$ cat config.mk
export PLATFORM = sky130hd
export DESIGN_NAME = seq_detect_prog
export DESIGN_NICKNAME = d
export VERILOG_FILES = /design/src/rtl/seq_detect_pkg.sv /design/src/rtl/sat_counter.sv /design/src/rtl/seq_detect_prog.sv
export SDC_FILE = /design/constraint.sdc
export NUM_CORES = 1
export LEC_CHECK = 0
export ABC_AREA = 1
export CAP_MARGIN = 25
export CORE_MARGIN = 4
export CORE_UTILIZATION = 55
export DETAILED_ROUTE_END_ITERATION = 6
export MAX_ROUTING_LAYER = met4
export PLACE_DENSITY = 0.79
export SETUP_SLACK_MARGIN = 0.15
export SLEW_MARGIN = 20
export SYNTH_ARGS = -nofsm -noshare
export SYNTH_HDL_FRONTEND = slang
export SYNTH_SLANG_ARGS = --single-unit
$ cat constraint.sdc
create_clock -name clk -period 2.6 [get_ports clk]
set_input_delay 0.52 -clock clk [delete_from_list [all_inputs] [get_ports clk]]
set_output_delay 0.52 -clock clk [all_outputs]
set_load 0.1 [all_outputs]
$ cat src/rtl/seq_detect_pkg.sv
// Shared constants and helpers for the programmable serial pattern detector.
package seq_detect_pkg;

    // Widest pattern the mask helper can describe; MAX_LEN must not exceed it.
    localparam int MASK_W = 32;

    localparam int                DEF_RST_LEN     = 4;
    localparam logic [MASK_W-1:0] DEF_RST_PATTERN = 32'b1101;

    function automatic int len_w(input int max_len);
        return $clog2(max_len + 1);
    endfunction

    // Ones in the low 'len' bit positions, zeros above.
    function automatic logic [MASK_W-1:0] len_mask(input int len);
        logic [MASK_W-1:0] m;
        m = '0;
        for (int i = 0; i < MASK_W; i++) begin
            m[i] = (i < len);
        end
        return m;
    endfunction

endpackage

$ cat src/rtl/sat_counter.sv
// Saturating up-counter with synchronous clear; clear together with increment yields one.
module sat_counter #(
    parameter int WIDTH = 16
) (
    input  logic             clk,
    input  logic             reset,
    input  logic             inc,
    input  logic             clr,
    output logic [WIDTH-1:0] count
);

    // NOTE: state registers use non-blocking assignments so every flop samples pre-edge values.
    always_ff @(posedge clk or posedge reset) begin
        if (reset) begin
            count <= '0;
        end else if (clr) begin
            count <= inc ? WIDTH'(1) : '0;
        end else if (inc && count != '1) begin
            count <= count + WIDTH'(1);
        end
    end

endmodule

$ cat src/rtl/seq_detect_prog.sv
// Runtime-programmable Moore bit-pattern detector with overlap control and a saturating match count.
module seq_detect_prog
    import seq_detect_pkg::*;
#(
    parameter int                 MAX_LEN     = 8,
    parameter int                 CNT_W       = 16,
    parameter int                 RST_LEN     = DEF_RST_LEN,
    parameter logic [MAX_LEN-1:0] RST_PATTERN = MAX_LEN'(DEF_RST_PATTERN)
) (
    input  logic                        clk,
    input  logic                        reset,
    input  logic                        cfg_we,
    input  logic [MAX_LEN-1:0]          cfg_pattern,
    input  logic [len_w(MAX_LEN)-1:0]   cfg_len,
    input  logic                        cfg_overlap,
    input  logic                        din_valid,
    input  logic                        din,
    input  logic                        count_clr,
    output logic                        dout,
    output logic [CNT_W-1:0]            match_count,
    output logic                        cfg_err
);

    localparam int LEN_W = len_w(MAX_LEN);

    logic [MAX_LEN-1:0] pattern_q;
    logic [LEN_W-1:0]   len_q;
    logic               overlap_q;
    logic [MAX_LEN-1:0] hist;
    logic [LEN_W-1:0]   fill;

    logic [MAX_LEN-1:0] nhist;
    logic [LEN_W-1:0]   nfill;
    logic               accept;
    logic               hit;
    logic               cfg_legal;

    // NOTE: every always_comb output gets a default first, so no path can infer a latch.
    always_comb begin
        accept    = 1'b0;
        hit       = 1'b0;
        nhist     = {hist[MAX_LEN-2:0], din};
        nfill     = (fill == LEN_W'(MAX_LEN)) ? fill : fill + LEN_W'(1);
        cfg_legal = (cfg_len != '0) && (cfg_len <= LEN_W'(MAX_LEN));
        if (din_valid && !cfg_we) begin
            accept = 1'b1;
            hit    = !cfg_err && (nfill >= len_q) &&
                     (((MASK_W'(nhist) ^ MASK_W'(pattern_q)) & len_mask(int'(len_q))) == '0);
        end
    end

    // NOTE: hist and fill are reset along with the config so stale bits can never complete a match.
    always_ff @(posedge clk or posedge reset) begin
        if (reset) begin
            pattern_q <= RST_PATTERN;
            len_q     <= LEN_W'(RST_LEN);
            overlap_q <= 1'b1;
            cfg_err   <= 1'b0;
            hist      <= '0;
            fill      <= '0;
            dout      <= 1'b0;
        end else if (cfg_we) begin
            pattern_q <= cfg_pattern;
            len_q     <= cfg_len;
            overlap_q <= cfg_overlap;
            cfg_err   <= !cfg_legal;
            hist      <= '0;
            fill      <= '0;
            dout      <= 1'b0;
        end else if (accept) begin
            hist <= nhist;
            // Non-overlapping mode discards the matched bits by emptying the window.
            fill <= (hit && !overlap_q) ? '0 : nfill;
            dout <= hit;
        end
    end

    sat_counter #(
        .WIDTH(CNT_W)
    ) u_count (
        .clk  (clk),
        .reset(reset),
        .inc  (hit),
        .clr  (count_clr),
        .count(match_count)
    );

endmodule

==> out/results.txt, run 1 <==
Status - complete, no violations
GPL Wtd Cong - 0.874
Worst slew pin tran - 0.547 ns
Ports - 37
Vias per cell - 5.34
DR WL/cell - 13.3 µm
Startpoint types - flop
Crit path max fanout - 7
Initial antenna violation count - 0
Nets@finish - 416
CTS Buffer Depth - 2
Sequential share of the synthesized area - 41.2%
Distinct cells, synth - 29
Pwr Total - 1460 µW
Core area - 4440 µm²
Yosys reg bits - 42
DIE WIDTH - 76.3 µm
Vias in the first global route - 2229
Final antenna-violating net count - 0
Placement Setup Slack - 0.186 ns
Total die area - 5830 µm²
Iter 0 DRT Violations - 210
# rows - 24
Layout Skew - 0.00861 ns
Total power density per cell area - 468 nW/µm²
RSZ-0062 raised after global routing - no
Total Routing Usage GR - 21.6%
PortBufs - 36
Reg clk slew, reported paths - 0.09 ns
Register Area - 1060 µm²
Final Hold Vio Count - 0
Drt pass-1 iters - 5
Mapped cell area - 2570 µm²
Max cap viols - 0
Multi-input logic area - 1290 µm²
Clk_lat worst skew - 0.30 ns
Global route overflow - 0
Leakage power - 0.00171 µW
Worst vdd ir - 0.343 mV
Post-Layout Cell Count - 443
Gate count of the mapped netlist - 345
Initial core utilization - 57.8%
Setup crit end kind - flop
Layout cell share with drive strength beyond 1 - 15.1%
Synth-to-layout area growth - 21.3%
Via Count - 2366
Fmax - 444 MHz
Slew Limit Headroom - 63.5%
R2R setup slack - 0.35 ns
Minimum clock period - 2.25 ns
Worst EP arrival - 2.44 ns
Clock sinks - 42
Routed WL - 5870 µm
Number of CTS-inserted buffers - 5
Critical Path RT - 2.79 ns
Mean post-synth cell area - 7.44 µm²
Setup CP Type - reg2reg
Count leader, synth - nand2_1
Post-synth net total - 371
DP HPWL - 3950 µm
Total Neg Setup Slack - 0 ns
Post-synth top cells - nand2_1, inv_1, dfrtp_1
Fraction of registers with async set/reset - 100%
Post-synth top flop - dfrtp_1
First-pass GRT wire length - 10000 µm
FILL cells - 365
Post-synth EDFFs - 0
Fin. max-slew vios - 0
Hold_ws - 0.477 ns
# DRC - 0
Post-CTS Hold Buffers - 0
Largest net degree at the start of global routing - 43
Yosys warning total - 0
Diode count - 0
H-tree depth - 2
Setup ws final - 0.350 ns
Synth area leaders - dfrtp_1, nand2_1, inv_1, nand3_1, dfstp_2
Cell taking the most area after synthesis - dfrtp_1
Hold Crit Class - reg2reg
Post-Place Cells - 428
Final setup viols - 0
Die Y - 76.3 µm
Crit share post-route - 86.5%
Clk root buf - clkbuf_8
TritonCTS clock tree - yes
Yosys top cell area share - 36.1%
==> power breakdown <==
part / internal (µW) / total (µW) / switching, µW
logic: 82.1 / 222 / 140
registers: 683 / 703 / 20.0
clock network: 288 / 533 / 245
total: 1050 / 1460 / 405
==> metal layers <==
| layer | GRT usage, % | share of wire, % | routed length (µm) | up-vias |
|---|---|---|---|---|
| li1 | - | - | - | 1184 |
| met1 | 28.4 | 48 | 2800 | 1107 |
| met2 | 33.0 | 46 | 2710 | 67 |
| met3 | 5.32 | 5.4 | 316 | 8 |
| met4 | 6.52 | 0.94 | 55 | 0 |
| met5 | - | 0 | 0 | - |
==> cells in the final DEF (no fill, tap or decap), types with 2 or more instances in the layout <==
| master | Yosys | layout |
|---|---|---|
| nand4_1 | 18 | 18 |
| nand3_1 | 32 | 31 |
| nand4_4 | 2 | 3 |
| buf_4 | 0 | 29 |
| o22ai_1 | 7 | 7 |
| clkdlybuf4s50_1 | 0 | 18 |
| nor2_1 | 22 | 21 |
| xor2_1 | 11 | 11 |
| o21ai_0 | 13 | 13 |
| ha_1 | 7 | 7 |
| nor2_4 | 3 | 3 |
| dfrtp_1 | 37 | 37 |
| inv_1 | 48 | 48 |
| dfstp_2 | 5 | 5 |
| inv_2 | 2 | 2 |
| nor2_2 | 1 | 2 |
| clkbuf_8 | 0 | 5 |
| nand2_2 | 2 | 2 |
| nand2_1 | 116 | 116 |
| clkinv_2 | 1 | 2 |
==> metrics by stage <==
stage	utilization (%)	cell area (µm²)
2_1_floorplan	-	2570
3_3_place_gp	65.7	2920
3_5_place_dp	65.7	2920
4_1_cts	68.3	3030
5_1_grt	70.1	3120
6_report	70.1	3120
==> critical path: stages, from the launching register on <==
cell	delay [ns]
dfrtp_1	0.41
inv_1	0.07
ha_1	0.13
nand2_1	0.08
nor2_2	0.10
xor2_1	0.23
ha_1	0.27
inv_1	0.05
nand2_1	0.04
nand2_1	0.05
nand2_1	0.05
nand2_1	0.11
nand2_1	0.08
nand3_2	0.13
nor2_8	0.06
buf_4	0.15
nand4_1	0.07
nand2_1	0.08
==> flip-flops by register name, indices dropped and copies added, names as in the netlist <==
| signal | cells |
|---|---|
| overlap_q | 1 |
| hist | 7 |
| pattern_q | 8 |
| u_count.count | 16 |
| dout | 1 |
| cfg_err | 1 |
| fill | 4 |
| len_q | 4 |
==> what timing repair did <==
action	4_1_cts	5_1_grt
gates resized for setup	0	4
endpoints found under the setup margin	0	20
buffers inserted	0	6
==> cells by family after synthesis <==
family / Yosys count / share of synthesized area (%)
buffers and inverters: 61 / 9.99
and+or+nand+nor: 200 / 36.2
xor gates and xnor gates: 12 / 4.09
adders and majority gates: 7 / 3.41
AOI/OAI and AO/OA: 23 / 5.12
DFF: 42 / 41.2
==> path summary, 6_finish.rpt <==
path                       cells past startpoint    startpoint               end
max                                           17       fill[1]  u_count.count[7]
min                                            2  pattern_q[3]      pattern_q[3]
max reg2reg                                   17       fill[1]  u_count.count[7]
min reg2reg                                    2  pattern_q[3]      pattern_q[3]
max in group asynchronous                      3         reset         overlap_q
min in group asynchronous                      3         reset      pattern_q[5]
==> area by class of cell <==
cell class	count	share of cell area, %
clock buffer	5	2.21
sequential	42	33.9
clock inverter	3	1.41
timing repair buffer	47	12.8
inverter	51	6.18
multi-input combinational	243	41.4
tap	52	2.09
No activity file was read; power rests on OpenSTA's default activity.
==> run 2: changes to the inputs <==
Settings changed: PLACE_DENSITY 0.79 to not set, PLACE_DENSITY_LB_ADDON set to 0.15.
==> run 2 against run 1 <==
Against the previous run: first-iteration DRC count fell by 54%; combinational power is 7% lower; sequential share of layout area is 0.53 points higher; largest cell class unchanged; utilization down 1.1 points; wire length is 5.5% lower; non-clock buffer count fell by 4; highest routed layer unchanged; power decreased by 1.2%; critical path depth is 2 lower.
==> out/results.txt, run 2 (synthesis results as in run 1) <==
# rows - 24 (unchanged)
Worst slew pin tran - 0.528 ns (-0.0188 ns)
Post-DP Area - 2920 µm² (unchanged)
Total die area - 5830 µm² (unchanged)
Status - complete, no violations
Final Hold Vio Count - 0 (unchanged)
TritonCTS clock tree - yes
Most common cell on crit path - nand2_1
Total Routing Usage GR - 20.6% (-0.95 points)
Multi-input logic area - 1260 µm² (-2.4%)
Vias per cell - 5.13 (-3.9%)
Initial antenna violation count - 0 (unchanged)
Buf+Inv Stages, Crit Path - 2 (-1)
Final core occ - 69.0% (-1.1 points)
Synth-to-layout area growth - 19.5%
Crit path max fanout - 16 (+9)
WL met1 - 2730 µm (-2.4%)
Largest net degree at the start of global routing - 43 (unchanged)
Setup CP Type - reg2reg
Layout Skew - 0.0126 ns (+0.00394 ns)
Design Area, Final - 3070 µm² (-1.5%)
Critical Path RT - 2.79 ns (about the same)
Max cap viols - 0 (unchanged)
DR top layer - met4
Clk_lat worst skew - 0.31 ns (about the same)
Drt pass-1 iters - 4 (-1)
First-pass GRT wire length - 9470 µm (-5.8%)
H-tree depth - 2 (unchanged)
Slowest stage cell, crit path - dfrtp_1
RSZ-0062 raised after global routing - no
Max reg flops - 16 (unchanged)
Depth of the worst hold-timing path - 2 (unchanged)
DR WL/cell - 12.7 µm (-4.5%)
Via Count - 2248 (-5.0%)
FILL cells - 393 (+7.7%)
Post-CTS Hold Buffers - 0 (unchanged)
Ports - 37 (unchanged)
Combinational cell fraction of total power - 14.4% (-0.8 points)
Reg-to-reg startpoint - fill[0]
Layout cell share with drive strength beyond 1 - 13.7% (-1.4 points)
Total Neg Setup Slack - 0 ns (unchanged)
Pwr Total - 1440 µW (-1.2%)
Startpoint types - flop
WP depth - 15 (-2)
Setup crit end kind - flop
Hold Path Origin - pattern_q[3]
Worst EP arrival - 2.42 ns (-0.02 ns)
Slew Limit Headroom - 64.8% (+1.3 points)
Die Y - 76.3 µm (unchanged)
Hold_ws - 0.480 ns (+0.00268 ns)
P_int - 1050 µW (-0.68%)
Clock sinks - 42 (unchanged)
Routed WL - 5550 µm (-5.5%)
Diode count - 0 (unchanged)
Clk root buf - clkbuf_8
Initial core utilization - 57.8% (unchanged)
Minimum clock period - 2.23 ns (-0.0190 ns)
Hold Crit Class - reg2reg
Reg2reg path depth - 15 (-2)
Worst vdd ir - 0.368 mV (+7.2%)
Commonest non-fill, non-tap cells in the layout - nand2_1, inv_1, dfrtp_1, nand3_1, buf_4
Switching share of power - 27.4% (-0.40 points)
Number of CTS-inserted buffers - 5 (unchanged)
Sequential power share - 48.9% (+0.7 points)
Fin. max-slew vios - 0 (unchanged)
# DRC - 0 (unchanged)
Final antenna-violating net count - 0 (unchanged)
Worst path max stage delay - 0.43 ns (+0.02 ns)
PortBufs - 36 (unchanged)
Largest regs - u_count.count (16), pattern_q (8), hist (7)
Crit path launch - fill[0]
Total power density per cell area - 469 nW/µm² (+0.31%)
Global route overflow - 0 (unchanged)
Nets@finish - 411 (-1.2%)
CTS Buffer Depth - 2 (unchanged)
Final setup viols - 0 (unchanged)
Register Area - 1060 µm² (unchanged)
Leakage power - 0.00168 µW (-2.0%)
Vias in the first global route - 2099 (-5.8%)
GPL Wtd Cong - 0.898 (+2.8%)
DIE WIDTH - 76.3 µm (unchanged)
Core area - 4440 µm² (unchanged)
Reg clk slew, reported paths - 0.08 ns (about the same)
DR WL met2 - 2510 µm (-7.5%)
Iter 0 DRT Violations - 96 (-54%)
Sw Pwr - 394 µW (-2.6%)
Cell class contributing the biggest share of worst-path delay - simple AND/OR/NAND/NOR gates
DP HPWL - 3950 µm (about the same)
Met3 wire len - 241 µm (-24%)
Crit share post-route - 85.8% (-0.73 points)
Most flop-heavy register - u_count.count
Clk pwr share - 36.8% (+0.2 points)
Commonest non-fill, non-tap cell in the layout - nand2_1
Crit-path cells - inv_1 -> ha_1 -> nand2_1 -> nor2_1 -> xor2_1 -> ha_1 -> inv_1 -> nand2_1 -> nand2_1 -> nand2_1 -> nand2_1 -> a21oi_2 -> nand4_4 -> nand3_1 -> nand2_1
Fmax - 448 MHz (+0.85%)
[run 2: layer usage]
layer | GRT usage (%) | vias up
met2 | 30.4 | 43
met5 | - | -
met1 | 28.6 | 1023
met3 | 4.37 | 6
li1 | - | 1176
met4 | 6.16 | 0
[run 2: cell type report]
| class | instances | area share (%) |
|---|---|---|
| clock inverters | 3 | 1.47 |
| clock buffers | 5 | 2.24 |
| well taps | 52 | 2.12 |
| repair buffers | 43 | 12.4 |
| multi-input cells | 242 | 41.0 |
| inverters | 51 | 6.28 |
| flip-flops and latches | 42 | 34.5 |
[run 2: timing repair]
item | in CTS | in global routing
endpoints found under the setup margin | 2 | 15
pin swaps | 1 | 0
resized for setup | 0 | 1
hold endpoints to repair | 0 | 0
buffers inserted | 2 | 0
[run 2: worst reg2reg max path: cells and delay by family (launching register included)]
kind	cells	cell delay (ns)
AOI/OAI and AO/OA	1	0.17
xor gates and xnor gates	1	0.16
adders and majority gates	2	0.47
buffers and inverters	2	0.11
DFF	1	0.43
and+or+nand+nor	9	0.79
[run 2: worst paths after layout]
kind / end / slack [ns]
min: pattern_q[3] / 0.48
min in group asynchronous: u_count.count[10] / 0.64
max: u_count.count[3] / 0.37
max reg2reg: u_count.count[3] / 0.37
max in group asynchronous: overlap_q / 1.57
min reg2reg: pattern_q[3] / 0.48
[run 2: through the flow]
step | std cells | worst slack, ns
6_report | 438 | 0.369
3_3_place_gp | 428 | 0.283
3_5_place_dp | 428 | 0.146
4_1_cts | 438 | 0.308
2_1_floorplan | 345 | 0.331
5_1_grt | 438 | 0.173
[run 2: power groups by stage]
stage / Combinational (µW) / Clock, µW / Sequential (µW)
after floorplan: 128 / 0 / 726
after global placement: 202 / 0 / 715
after detailed placement: 206 / 0 / 716
after CTS: 207 / 537 / 704
after global routing: 233 / 568 / 708
final: 207 / 529 / 704
==> run 3: changes to the inputs <==
Settings changed: CORE_UTILIZATION 55 to 54, SYNTH_HIERARCHICAL set to 1.
==> run 3 against run 2 <==
Against the previous run: sequential cell count did not move; non-clock buffer count rose by 11; critical endpoint is now u_count/count[5]; synthesized cell count rose by 0.87%; wire length rose by 9.9%; via count rose by 6.3%; critical path type unchanged; combinational power rose by 22%; first-iteration DRC count rose by 75%; utilization rose by 3.5 points; largest cell class unchanged; clock power fell by 15%; area after synthesis fell by 2.6%; count of clock-buffer cells in the layout rose by 1; sequential power barely moved.
==> out/results.txt, run 3 <==
Post-synth top flop - dfrtp_1
Max reg flops - 16 (unchanged)
Post-synth net total - 374 (+0.81%)
Clock sinks - 42 (unchanged)
Post-CTS Hold Buffers - 0 (unchanged)
Initial core utilization - 56.6% (-1.1 points)
Worst slew pin tran - 0.638 ns (+0.110 ns)
Commonest non-fill, non-tap cells in the layout - nand2_1, inv_1, dfrtp_1, buf_4, nand3_1
Core area - 4410 µm² (-0.68%)
DR WL met2 - 2720 µm (+8.4%)
Multi-input logic area - 1300 µm² (+3.4%)
Diode count - 0 (unchanged)
RSZ-0062 raised after global routing - yes
Fraction of registers with async set/reset - 100% (unchanged)
Total die area - 5780 µm² (-0.75%)
Total power density per cell area - 441 nW/µm² (-6.1%)
Final setup viols - 0 (unchanged)
# rows - 24 (unchanged)
H-tree depth - 2 (unchanged)
Vias per cell - 5.25 (+2.3%)
Yosys warning total - 6 (+6)
Worst vdd ir - 0.369 mV (+0.38%)
DIE WIDTH - 76.0 µm (-0.37%)
Minimum clock period - 2.50 ns (+0.273 ns)
DR top layer - met4
Startpoint types - flop
Largest net degree at the start of global routing - 27 (-37%)
Vias in the first global route - 2101 (+0.095%)
FILL cells - 334 (-15%)
DP HPWL - 4170 µm (+5.4%)
Worst path max stage delay - 0.41 ns (-0.02 ns)
First-pass GRT wire length - 9800 µm (+3.5%)
Count leader, synth - nand2_1
Layout cell share with drive strength beyond 1 - 22.1% (+8.4 points)
Most flop-heavy register - u_count/count
Mapped cell area - 2500 µm² (-2.6%)
TritonCTS clock tree - yes
Sequential share of the synthesized area - 42.3% (+1.1 points)
Fin. max-slew vios - 0 (unchanged)
Crit-path cells - inv_1 -> ha_2 -> nand2_2 -> nor2_4 -> xor2_2 -> ha_1 -> inv_1 -> nand2_1 -> nand2_1 -> nand2_1 -> nand2_2 -> a21oi_4 -> nand3_2 -> inv_4 -> inv_4 -> nor2_4 -> nor2_4 -> clkbuf_16 -> nand2_1 -> nand2_1
Layout Skew - 0.00858 ns (-0.00397 ns)
Ports - 37 (unchanged)
Yosys reg bits - 42 (unchanged)
Crit share post-route - 96.3% (+11 points)
WL met1 - 2910 µm (+6.5%)
Post-synth top cells - nand2_1, inv_1, dfrtp_1
Reg clk slew, reported paths - 0.09 ns (about the same)
Fmax - 399 MHz (-11%)
Routed WL - 6100 µm (+9.9%)
Crit path launch - fill[1]
Setup crit end kind - flop
Cell taking the most area after synthesis - dfrtp_1
Synth-to-layout area growth - 28.0%
Post-DP Area - 2880 µm² (-1.4%)
Critical Path RT - 2.80 ns (about the same)
Final antenna-violating net count - 0 (unchanged)
Placement Setup Slack - -0.0191 ns (-0.165 ns)
Hold_ws - 0.489 ns (+0.00979 ns)
Die Y - 76.0 µm (-0.37%)
Slew Limit Headroom - 57.4% (-7.4 points)
Crit path max fanout - 6 (-10)
PortBufs - 36 (unchanged)
Post-Place Cells - 435 (+1.6%)
Drt pass-1 iters - 5 (+1)
Most common cell on crit path - nand2_1
Design Area, Final - 3200 µm² (+4.3%)
Max cap viols - 0 (unchanged)
Hold Path Origin - pattern_q[3]
Mean post-synth cell area - 7.18 µm² (-3.5%)
Final Hold Vio Count - 0 (unchanged)
Reg-to-reg startpoint - fill[1]
Worst EP arrival - 2.70 ns (+0.28 ns)
Critical R2R Capture - u_count/count[5]
Depth of the worst hold-timing path - 2 (unchanged)
Slowest stage cell, crit path - dfrtp_1
Post-Layout Cell Count - 455 (+3.9%)
Setup ws final - 0.0958 ns (-0.273 ns)
Total Routing Usage GR - 20.9% (+0.29 points)
Met3 wire len - 397 µm (+65%)
Post-synth EDFFs - 0 (unchanged)
R2R setup slack - 0.1 ns (-0.27 ns)
Synth area leaders - dfrtp_1, nand2_1, inv_1, dfstp_2, nand3_1
GPL Wtd Cong - 0.917 (+2.1%)
DR WL/cell - 13.4 µm (+5.8%)
Clk root buf - clkbuf_8
Leakage power - 0.00164 µW (-2.3%)
Status - complete, no violations
Commonest non-fill, non-tap cell in the layout - nand2_1
Distinct cells, synth - 25 (-14%)
Largest regs - u_count/count (16), pattern_q (8), hist (7)
Initial antenna violation count - 0 (unchanged)
Setup CP Type - reg2reg
# DRC - 0 (unchanged)
Register Area - 1060 µm² (unchanged)
Number of CTS-inserted buffers - 5 (unchanged)
Reg2reg path depth - 20 (+5)
Via Count - 2389 (+6.3%)
Yosys top cell area share - 37.0% (+0.97 points)
Global route overflow - 0 (unchanged)
CTS Buffer Depth - 2 (unchanged)
Hold Path Sink - pattern_q[3]
Hold Crit Class - reg2reg
Nets@finish - 428 (+4.1%)
Clk_lat worst skew - 0.30 ns (about the same)
Iter 0 DRT Violations - 168 (+75%)
Gate count of the mapped netlist - 348 (+0.87%)
Final core occ - 72.5% (+3.5 points)
-- run 3: area by class of cell --
cell class	instances	share of cell area, %
clock buffer	6	2.58
clock inverter	2	0.391
inverter	50	6.18
multi-input combinational	249	40.7
sequential	42	33.0
tap	52	2.03
timing repair buffer	54	15.1
-- run 3: timing repair --
item,4_1_cts,5_1_grt
resized for setup,5,29
gates cloned,0,1
setup endpoints to repair,16,16
buffers inserted,5,6
pin swaps,5,9
-- run 3: cells by family after synthesis --
kind of cell | count (synthesis) | share of synthesized area [%]
and+or+nand+nor | 209 | 36.3
buffers and inverters | 57 | 9.46
AOI/OAI and AO/OA | 27 | 6.31
xor gates and xnor gates | 6 | 2.10
adders and majority gates | 7 | 3.50
DFF | 42 | 42.3
-- run 3: critical path, delay by kind of cell (launching register included) --
kind / cells / cell delay (ns)
adder cells (fa/ha/maj): 2 / 0.44
AO/OA/AOI/OAI: 1 / 0.14
XOR/XNOR: 1 / 0.08
AND/OR/NAND/NOR: 11 / 0.89
buffers and inverters: 5 / 0.43
flip-flops: 1 / 0.41
-- run 3: worst max path at each step --
| stage | to | slack [ns] | cells past startpoint |
|---|---|---|---|
| 6_report | u_count/count[5] | 0.1 | 20 |
| 5_1_grt | u_count/count[14] | -0.06 | 21 |
| 4_1_cts | u_count/count[3] | 0.15 | 20 |
| 3_5_place_dp | u_count/count[8] | -0.02 | 19 |
| 3_3_place_gp | u_count/count[12] | 0.09 | 19 |
| 2_1_floorplan | u_count/count[14] | 0.24 | 21 |
-- run 3: layer usage --
metal,global-route usage [%],vias to the layer above
met2,29.0,75
met4,6.76,0
met1,30.5,1109
li1,-,1196
met3,4.14,9
met5,-,-
-- run 3: power by group --
part,internal (µW),switching (µW),leakage [µW]
Sequential,684,22.5,0.000549
Clock,214,238,0.0000472
Combinational,101,151,0.00105
Total,999,411,0.00164
-- run 3: per-stage QoR --
stage                     TNS (ns)  power [µW]
after global routing        -0.551        1490
after CTS                        0        1400
after floorplan                  0         864
after detailed placement   -0.0670         935
final                            0        1410
after global placement           0         930
==> RTL edit (config.mk and constraints of run 2) <==
Put a register stage on the output `match_count`. The value now appears one clock later. The other outputs are not delayed to match.
--- a/src/rtl/seq_detect_prog.sv
+++ b/src/rtl/seq_detect_prog.sv
@@ -22,6 +22,8 @@
 );
 
     localparam int LEN_W = len_w(MAX_LEN);
+
+    logic [CNT_W-1:0] match_count_d;
 
     logic [MAX_LEN-1:0] pattern_q;
     logic [LEN_W-1:0]   len_q;
@@ -82,8 +84,12 @@
         .reset(reset),
         .inc  (hit),
         .clr  (count_clr),
-        .count(match_count)
+        .count(match_count_d)
     );
+
+    always_ff @(posedge clk) begin
+        match_count <= match_count_d;
+    end
 
 endmodule
 
Check against the original RTL: not equivalent (a bounded check fails within 4 cycles, from zero or initial values and one cycle with reset high).
==> RTL edit against run 2 <==
Design area rose by 18%. Critical endpoint is now u_count.count[14]. Worst setup slack got worse by 140 ps. Utilization rose by 5.1 points. Synthesized cell count rose by 3.2%. Sequential cell count rose by 16. Global-route usage rose by 1.7 points. Clock skew fell by 3.8 ps. Combinational power rose by 22%. Wire length rose by 17%. Total power rose by 51%. Area after synthesis rose by 11%. Sequential power rose by 36%.
==> RTL edit: results (changes against run 2) <==
track_usage_pct: 22.29  # was 20.60%
r2r_setup_slack_ps: 230  # was 370 ps
via_per_inst: 5.161  # was 5.132
met2_usage_pct: 33.61  # was 30.40%
top_regs: "match_count (16), u_count.count (16), pattern_q (8)"  # was u_count.count (16), pattern_q (8), hist (7)
ys_seq_area_share_pct: 48.27  # was 41.18%
synthXorXnorAreaFrac_pct: 4.296  # was 4.094%
wl_per_cell_um: 13.56  # was 12.67 um
synthArstFlopShare_pct: 72.41  # was 100.0%
synth_cell_types: 29  # unchanged
dr.pass1.iters: 4  # unchanged
io_buffers: 36  # unchanged
drive_gt1_share_pct: 18.98  # was 13.73%
worstPathArrival_ps: 2600  # was 2420 ps
synth.area.top_cells: "dfrtp_1, nand2_1, dfxtp_1, nand3_1, inv_1"  # was dfrtp_1, nand2_1, inv_1, nand3_1, dfstp_2
place.gp.congestion: 0.9183  # was 0.8980
whs_ps: 444.2  # was 479.6 ps
grt.met1_usage_pct: 28.73  # was 28.60%
cts_max_level: 3  # was 2
vias: 2467  # was 2248
max_stage_delay_ps: 410  # was 430 ps
peakVddDrop_uv: 443.6  # was 368.0 uV
finalNetCount: 432  # was 411
finalClockSkew_ps: 8.761  # was 12.55 ps
syn_nets: 382  # was 371
relSlewSlack_pct: 63.90  # was 64.79%
cp_max_fo: 6  # was 16
yosys.area_share.adder_pct: 3.069  # was 3.411%
placed_cells: 455  # was 428
cts_made_buffers: 9  # was 5
grt_max_degree: 43  # unchanged
leakagePower_nw: 1.742  # was 1.680 nW
outcome: "completed"  # unchanged
grt_pass1_wl_um: 10630  # was 9466 um
dpl_cell_area_um2: 3231  # was 2922 um^2
fillers: 378  # was 393
hpwlAfterDp_um: 4409  # was 3953 um
grtUsageMet3_pct: 3.950  # was 4.374%
clock_latency_ps: 340  # was 310 ps
synth_common_cells: "nand2_1, inv_1, dfrtp_1, nand3_1, nor2_1"  # unchanged
synth_compound_area_share_pct: 4.779  # was 5.117%
drt_iter0_markers: 176  # was 96
[RTL edit: power by group through the flow]
stage | clock, mW | sequential (mW) | combinational (mW)
6_report | 0.971 | 0.955 | 0.252
3_5_place_dp | 0 | 0.972 | 0.226
3_3_place_gp | 0 | 0.970 | 0.220
4_1_cts | 0.978 | 0.953 | 0.232
5_1_grt | 1.03 | 0.958 | 0.282
2_1_floorplan | 0 | 0.994 | 0.129
[RTL edit: worst paths after layout]
path,startpoint,end,cells after the start
max in group asynchronous,reset,overlap_q,3
max,fill[1],u_count.count[14],16
max reg2reg,fill[1],u_count.count[14],16
min,u_count.count[8],match_count[8],0
min in group asynchronous,reset,u_count.count[10],3
min reg2reg,u_count.count[8],match_count[8],0
[RTL edit: per-stage QoR]
stage | setup WS, ps | util, %
2_1_floorplan | 439.3 | -
3_3_place_gp | 229.7 | 66.21
3_5_place_dp | 70.06 | 66.21
4_1_cts | 219.5 | 71.74
5_1_grt | -2.126 | 74.18
6_report | 227.7 | 74.18
[RTL edit: layout make-up]
| type | instances | area [um^2] | area share, % |
|---|---|---|---|
| clock buffers | 10 | 148.9 | 4.113 |
| well taps | 67 | 83.83 | 2.316 |
| multi-input cells | 248 | 1333 | 36.81 |
| flip-flops and latches | 58 | 1378 | 38.06 |
| repair buffers | 47 | 431.7 | 11.93 |
| inverters | 42 | 158.9 | 4.390 |
| clock inverters | 6 | 86.33 | 2.385 |
[RTL edit: logic make-up (layout without fill, tap and decap cells)]
logic type | count (synthesis) | in the layout
and+or+nand+nor | 203 | 203
DFF | 58 | 58
buffers and inverters | 50 | 105
AOI/OAI and AO/OA | 24 | 24
xor gates and xnor gates | 14 | 14
adders and majority gates | 7 | 7
[RTL edit: layer usage]
| metal | vias to the layer above | part of all wire, % |
|---|---|---|
| li1 | 1224 | - |
| met1 | 1162 | 46 |
| met2 | 65 | 47 |
| met3 | 16 | 4.5 |
| met4 | 0 | 2.4 |
| met5 | - | 0 |
[RTL edit: what timing repair did]
item | in CTS | in global routing
pin swaps | 0 | 2
hold buffers | 0 | 0
endpoints found under the setup margin | 13 | 20
cloned | 0 | 1
buffers inserted | 3 | 3
resized for setup | 0 | 15
endpoints found under the hold margin | 0 | 0
[RTL edit: critical path: cells and delay by family, from the launching register on]
kind                       cells  cell delay [ps]
DFF                            1              410
AOI/OAI and AO/OA              1              180
xor gates and xnor gates       1              170
buffers and inverters          4              380
adders and majority gates      2              460
and+or+nand+nor                8              660
